[src/rtl/trigger_ctrl.sv]
// Debug trigger CSR block: tselect/tdata1/tdata2 storage, breakpoint
// unit configuration and a single-entry trap request FSM.
module trigger_ctrl #(
  parameter int NTRIG = 2
) (
  input  logic                  clock,
  input  logic                  reset_n,
  input  logic                  io_status_debug,
  input  logic                  io_csr_wen,
  input  logic [11:0]           io_csr_addr,
  input  logic [31:0]           io_csr_wdata,
  output logic [31:0]           io_csr_rdata,
  output logic [9*NTRIG-1:0]    io_bp_control,
  output logic [32*NTRIG-1:0]   io_bp_address,
  input  logic [NTRIG-1:0]      io_hit_if,
  input  logic [NTRIG-1:0]      io_hit_ld,
  input  logic [NTRIG-1:0]      io_hit_st,
  output logic                  io_trap_valid,
  input  logic                  io_trap_ready,
  output logic                  io_trap_debug,
  output logic [1:0]            io_trap_index,
  output logic [1:0]            io_trap_kind,
  input  logic                  io_flush
);

  localparam logic [11:0] A_TSEL = 12'h7A0;
  localparam logic [11:0] A_TD1  = 12'h7A1;
  localparam logic [11:0] A_TD2  = 12'h7A2;

  typedef struct packed {
    logic        dmode;
    logic        action;
    logic [1:0]  tmatch;
    logic        m;
    logic        s;
    logic        u;
    logic        x;
    logic        w;
    logic        r;
    logic        hit;
    logic [31:0] addr;
  } trig_t;

  typedef enum logic [1:0] {
    S_IDLE,
    S_PEND,
    S_WAIT
  } state_t;

  // Sized for the max trigger count so tselect indexes without truncation
  trig_t  trig_q [4];
  logic [1:0] tsel_q;
  state_t state_q;

  function automatic logic [31:0] tdata1_of(trig_t t);
    logic [31:0] v;
    v = '0;
    v[31:28] = 4'd2;
    v[27]    = t.dmode;
    v[20]    = t.hit;
    v[12]    = t.action;
    v[8:7]   = t.tmatch;
    v[6]     = t.m;
    v[4]     = t.s;
    v[3]     = t.u;
    v[2]     = t.x;
    v[1]     = t.w;
    v[0]     = t.r;
    return v;
  endfunction

  trig_t cur;
  assign cur = trig_q[tsel_q];

  always_comb begin
    io_csr_rdata = '0;
    unique case (io_csr_addr)
      A_TSEL:  io_csr_rdata = {30'd0, tsel_q};
      A_TD1:   io_csr_rdata = tdata1_of(cur);
      A_TD2:   io_csr_rdata = cur.addr;
      default: io_csr_rdata = '0;
    endcase
  end

  logic wr_tsel, wr_td1, wr_td2, locked;
  logic new_dmode;
  logic [1:0] new_tmatch;

  assign wr_tsel = io_csr_wen && (io_csr_addr == A_TSEL);
  assign wr_td1  = io_csr_wen && (io_csr_addr == A_TD1);
  assign wr_td2  = io_csr_wen && (io_csr_addr == A_TD2);
  assign locked  = cur.dmode && !io_status_debug;
  assign new_dmode  = io_status_debug && io_csr_wdata[27];
  assign new_tmatch = (io_csr_wdata[10:7] > 4'd3)
                    ? 2'd0 : io_csr_wdata[8:7];

  // Descending scan so the lowest-index hitting trigger wins
  logic       cap;
  logic [1:0] cap_idx;
  logic [1:0] cap_kind;

  always_comb begin
    cap      = 1'b0;
    cap_idx  = 2'd0;
    cap_kind = 2'd0;
    for (int i = NTRIG - 1; i >= 0; i--) begin
      if (io_hit_if[i] || io_hit_ld[i] || io_hit_st[i]) begin
        cap     = 1'b1;
        cap_idx = 2'(i);
        if (io_hit_if[i])      cap_kind = 2'd0;
        else if (io_hit_ld[i]) cap_kind = 2'd1;
        else                   cap_kind = 2'd2;
      end
    end
  end

  always_ff @(posedge clock) begin
    if (!reset_n) begin
      for (int i = 0; i < 4; i++) trig_q[i] <= '0;
      tsel_q        <= 2'd0;
      state_q       <= S_IDLE;
      io_trap_valid <= 1'b0;
      io_trap_debug <= 1'b0;
      io_trap_index <= 2'd0;
      io_trap_kind  <= 2'd0;
    end else begin
      if (wr_tsel && io_csr_wdata < 32'(NTRIG))
        tsel_q <= io_csr_wdata[1:0];
      if (wr_td1 && !locked) begin
        trig_q[tsel_q].dmode  <= new_dmode;
        trig_q[tsel_q].action <= io_csr_wdata[12] && new_dmode;
        trig_q[tsel_q].tmatch <= new_tmatch;
        trig_q[tsel_q].m      <= io_csr_wdata[6];
        trig_q[tsel_q].s      <= io_csr_wdata[4];
        trig_q[tsel_q].u      <= io_csr_wdata[3];
        trig_q[tsel_q].x      <= io_csr_wdata[2];
        trig_q[tsel_q].w      <= io_csr_wdata[1];
        trig_q[tsel_q].r      <= io_csr_wdata[0];
        trig_q[tsel_q].hit    <= io_csr_wdata[20];
      end
      if (wr_td2 && !locked)
        trig_q[tsel_q].addr <= io_csr_wdata;
      // Capture comes last so its hit set beats a CSR clear
      unique case (state_q)
        S_IDLE: if (cap) begin
          trig_q[cap_idx].hit <= 1'b1;
          io_trap_index <= cap_idx;
          io_trap_kind  <= cap_kind;
          io_trap_debug <= trig_q[cap_idx].action;
          io_trap_valid <= 1'b1;
          state_q       <= S_PEND;
        end
        S_PEND: if (io_trap_ready) begin
          io_trap_valid <= 1'b0;
          state_q       <= S_WAIT;
        end
        S_WAIT: if (io_flush) state_q <= S_IDLE;
        default: state_q <= S_IDLE;
      endcase
    end
  end

  for (genvar g = 0; g < NTRIG; g++) begin : g_out
    assign io_bp_control[9*g +: 9] = {
      trig_q[g].action, trig_q[g].tmatch,
      trig_q[g].m, trig_q[g].s, trig_q[g].u,
      trig_q[g].x, trig_q[g].w, trig_q[g].r
    };
    assign io_bp_address[32*g +: 32] = trig_q[g].addr;
  end

endmodule

[config.mk]
export PLATFORM = sky130hd
export DESIGN_NAME = trigger_ctrl
export DESIGN_NICKNAME = d
export VERILOG_FILES = /design/src/rtl/trigger_ctrl.sv
export SDC_FILE = /design/constraint.sdc
export NUM_CORES = 1
export LEC_CHECK = 0
export ABC_AREA = 1
export BUFFER_PORTS_ARGS = -buffer_cell sky130_fd_sc_hd__buf_4
export CORE_MARGIN = 5
export CORE_UTILIZATION = 30
export DETAILED_ROUTE_END_ITERATION = 16
export GPL_ROUTABILITY_DRIVEN = 1
export PLACE_DENSITY = 0.56
export SYNTH_ARGS = -nofsm -noshare
export SYNTH_HDL_FRONTEND = slang
export SYNTH_SLANG_ARGS = --single-unit
[constraint.sdc]
create_clock -name clock -period 3.4 [get_ports clock]
set_input_delay 0 -clock clock [delete_from_list [all_inputs] [get_ports clock]]
set_output_delay 0 -clock clock [all_outputs]
set_load 0.005 [all_outputs]
After elaboration in Yosys (flattened, before gate mapping):

Memories as Yosys holds them, arrays and structs flattened. A register that Yosys moved wholly into a read port is not among the register bits.
Index checks and enable logic that the tools add are counted.

* register bits: 9
* output and inout port bits: 120
* memories kept: 1
* RAM bits: 172
* input bits: 56

Memories
* trig_q: depth 4, bits a word 43, rd ports 4, clocked after memory_dff 2, wr ports 4, line 51 `trig_t trig_q [4];`

* equality and inequality tests: 8
* mux-type cells: 38
* reductions and logical operators: 23
* $lt $le $gt $ge: 2

Operator list (number)
* case mux 32 bit (3 select lines): 1
* two-way mux 43 bit: 2
* OR reduction 43 bit: 2
* equality test 12 x 11 -> 1 bit (second input constant): 3
* two-way mux 2 bit: 17
* less-than comparator 32 x 2 -> 1 bit (second input constant): 1
* two-way mux 1 bit: 16
* logical AND 1 bit: 9
* inequality test 2 bit (second input constant): 3
* case mux 2 bit (3 select lines): 1
* AND reduction 3 bit: 2
* greater-than comparator 4 x 2 -> 1 bit (second input constant): 1
* logical OR 1 bit: 4
* logical NOT 1 bit: 3
* equality test 2 x 1 -> 1 bit (second input constant): 1
* equality test 2 bit (second input constant): 1
* logical NOT 2 bit: 1
* case mux 1 bit (2 select lines): 1
* AND reduction 2 bit: 1
* nonzero test 2 bit: 1

Longest topological paths before layout:

* depth after elaboration: 10
* mapped depth: 12
* mapped depth without buffers: 11

Worst setup path before layout:

Ideal clock, no wire load.

* path type: flip-flop to flip-flop
* start point: reg with a tool-made name
* end point: mem trig_q[3][0] (netlist name) (enable)
* buffers on the path: 3
* stages on the path, launching flop included: 12
* library setup time: 0.387 ns
* arrival: 2.045 ns
* setup slack: 0.968 ns
* path through: dfxtp_1 -> buf_2 -> inv_2 -> nand3_1 -> nand3b_2 -> nand3b_2 -> nand2_2 -> buf_8 -> buf_8 -> o21ai_1 -> nand2_1 -> inv_1

RTL lines (line)
* to (decl): 51

==> metrics.md <==
| Metric | Value |
|---|---|
| Final worst-path cycle share | 71.5% |
| Hold depth | 3 |
| Reg2reg path depth | 8 |
| CTS tree | done |
| Clock H-tree levels | 4 |
| Crit path cell chain | inv_2, nand2_1, nand3_1, nand3b_2, nand2_1, nand2_1, nand4_2, nand2_1 |
| GR peak layer | met2 |
| Vias in the first global route | 6706 |
| Die Footprint | 33900 sq um |
| Pwr per Cell Area | 451 nW/um^2 |
| Min-Delay Endpoint | trig_q[3][8] |
| Crit path max-delay family | simple AND/OR/NAND/NOR gates |
| Fillcell total | 3023 |
| Seq cells post-synth | 183 |
| M2 GR Usage | 25.9% |
| # port buffers | between 150 and 200 |
| Post-route ant nets | 0 |
| Slew @ Worst Pin | 915 ps |
| Number of flops mapped to enable cells by yosys | 170 |
| Max-slew violation count | 0 |
| Clock tree buffer depth | 2 |
| Routed WL | 27000 microns |
| Max-slew headroom | 39.0% |
| Gpl congestion | 0.838 |
| Synth-to-Final Area Change | 23.8% |
| Max Cap Violations | 0 |
| Slowest cell delay on critical path | about 630 ps |
| Worst EP arrival | about 2500 ps |
| CP max-delay cell | nand2_1 |
| Primary FF master, synth | edfxtp_1 |
| Post-Syn Area per Cell | slightly below 10 sq um |
| Largest net degree at the start of global routing | 85 |
| Clock transition at path regs | about 70 ps |
| Final cell count without fillers | 1457 |
| GR Util met3 | 3.34% |
| Worst min path class | input pin to flop |
| Worst hold slack | roughly 17 ps |
| Fin. Hold Viols | 0 |
| GR Overflow Total | 0 |
| Max rail drop VDD | 0.296 mV |
| Core Rows | 63 |
| Reg2Reg Setup Slack | 970 ps |
| Leak pwr | 4.60 nW |
| Share of cells above drive strength 1 | 24.6% |
| Yosys cell types | 43 |
| Final Cell Area | 11300 sq um |
| TritonCTS buffer count | 17 |
| Via count | about 6.8k |
| Sw Ratio | 21.2% |
| Utilization after layout | 37.8% |
| Setup Skew | between 8 and 9 ps |
| Routed len/inst | roughly 19 microns |
| Final HPWL DP | 18500 microns |
| Worst skew pair latency | 420 ps |
| Initial Util | 30.5% |
| DRT Pass-1 Iters | 5 |
| Met1 Track Usage GR | 21.1% |
| Placed Cells | 1383 |
| Post-route DRC | 0 |
| I/O pin count | 176 |
| Peak Freq | 0.411 GHz |
| Die H | 184 microns |
| Final min period | 2430 ps |
| Initial DRC Count | approximately 570 |
| Die width | 184 microns |
| Sequential share of power | between 50% and 60% |
| Async SR Flop Fraction | 0% |
| Cell Area, Placed | 10200 sq um |
| Setup TNS | 0 ps |
| Synth Instances | 931 |
| Crit start category | flop |
| Nets | about 1.1k |
| Number of setup buffers added after CTS | 0 |
| GRT Util Overall | 15.6% |
| Clock Power Share | between 40 and 50% |
| Via/cell ratio | 4.64 |
| First-pass GRT wire length | 40300 microns |
| Root buffer cell | clkbuf_16 |
| Crit Path Class | flop to flop |
| Seq/Total Area, Yosys | 59.0% |
| Min-delay src | io_csr_wdata[8] |
| Internal | 4.00 mW |
| Initial antenna violation count | 0 |
| Status | finished clean |
| Crit Reg-Reg Endpoint | trig_q[2][34] |
| RSZ-0062 raised after global routing | false |
| CP required | about 3500 ps |
| Comb power frac | 6.1% |
| Clk sinks | 183 |
| Crit end category | flop |
| Net Sw Power | between 1 and 1.5 mW |
| Mapped Area | about 9100 sq um |
| Final-report setup violation count | 0 |
| CP most frequent cell | nand2_1 |
| Crit Path Max Fanout | 12 |
| Combined buffer and inverter count along the critical path | 1 |
| Ant. Diodes | 0 |
| Ys Warns | 0 |
| Core Box Area | 29800 sq um |
| Syn nets | approximately 1000 |
[cell families (layout without fill, tap and decap cells)]
kind of cell,after synthesis,in the layout,share of synthesized area (%)
other cells,1,1,0.0412
compound gates,152,152,9.35
buf+inv,203,339,12.5
flops,183,183,59.0
simple gates,392,392,19.1
[cells in the final DEF (no fill, tap or decap), types with 6 or more instances in the layout]
| master | instances |
|---|---|
| nor2_1 | 249 |
| clkbuf_16 | 17 |
| nand4_1 | 6 |
| nand3_1 | 15 |
| inv_1 | 67 |
| buf_4 | 189 |
| o21ai_0 | 80 |
| nor3_1 | 6 |
| nor4_1 | 6 |
| nand2_1 | 70 |
| nor2_2 | 12 |
| dfxtp_1 | 11 |
| dlygate4sd3_1 | 43 |
| o22ai_1 | 18 |
| a21oi_1 | 33 |
| nand2_2 | 6 |
| edfxtp_1 | 170 |
| a22o_1 | 8 |
[synthesized netlist by cell type, types with 3 or more instances]
master / number / area share (%)
nor2_1: 249 / 10
edfxtp_1: 170 / 56
buf_4: 84 / 6.9
o21ai_0: 80 / 4.4
nand2_1: 70 / 2.9
inv_1: 67 / 2.8
a21oi_1: 33 / 1.8
clkbuf_1: 26 / 1.1
o22ai_1: 18 / 1.2
nand3_1: 15 / 0.83
dfxtp_1: 13 / 2.9
nor2_2: 12 / 0.83
a22o_1: 8 / 0.77
buf_2: 8 / 0.44
nand2_2: 6 / 0.41
nand4_1: 6 / 0.41
nor3_1: 6 / 0.33
nor4_1: 6 / 0.41
buf_1: 5 / 0.21
inv_2: 5 / 0.21
nand2_4: 5 / 0.62
a221o_1: 4 / 0.44
buf_6: 4 / 0.50
a31oi_1: 3 / 0.21
[tightest hold or removal path: stages]
cell and delay [ps]:
buf_4 70, inv_1 80, nor2_4 150
[how the worst max path moves through the flow]
stage,start,endpoint,slack [ps],depth (start not counted)
6_report,flop,trig_q[2][34],970,8
3_3_place_gp,io_csr_addr[6],trig_q[2][36],970,10
3_5_place_dp,io_csr_addr[3],trig_q[2][36],920,10
2_1_floorplan,flop,trig_q[3][0],970,11
4_1_cts,flop,trig_q[2][35],980,8
5_1_grt,flop,trig_q[1][5],760,11
[power groups by stage]
stage,clock network (mW),logic [mW],registers [mW]
after floorplan,0,0.144,2.61
after global placement,0,0.271,2.63
after detailed placement,0,0.273,2.63
after CTS,2.22,0.314,2.58
after global routing,2.31,0.338,2.59
final,2.19,0.307,2.58
[metal layers]
layer  share of wire, %  up-vias
met4                1.3        0
met2                 49      202
met1                 44     3245
li1                   -     3285
met3                6.0       24
met5                  0        -
[area by class of cell]
class	instances	area, sq um	area share, %
clock buffers	17	425	3.78
flip-flops and latches	183	5370	47.7
repair buffers	234	1890	16.8
clock inverters	14	220	1.96
inverters	74	278	2.47
multi-input cells	545	2590	23.0
well taps	390	488	4.33
[flip-flops by register name, summed over array words and instances (netlist names), named ones only]
register       count
trig_q           172
io_trap_valid      1
tsel_q             2
io_trap_debug      1
io_trap_kind       2
io_trap_index      1
state_q            2
[timing repair]
item	in CTS	in global routing
hold buffers	43	0
gates resized for setup	0	0
hold endpoints to repair	130	0
[per-stage QoR]
stage                     power [mW]  setup slack, ps
after global routing            5.24              759
after detailed placement        2.90              922
after global placement          2.90              970
after floorplan                 2.75              968
after CTS                       5.11              975
final                           5.08              968
(Power assumes the default switching activity.)
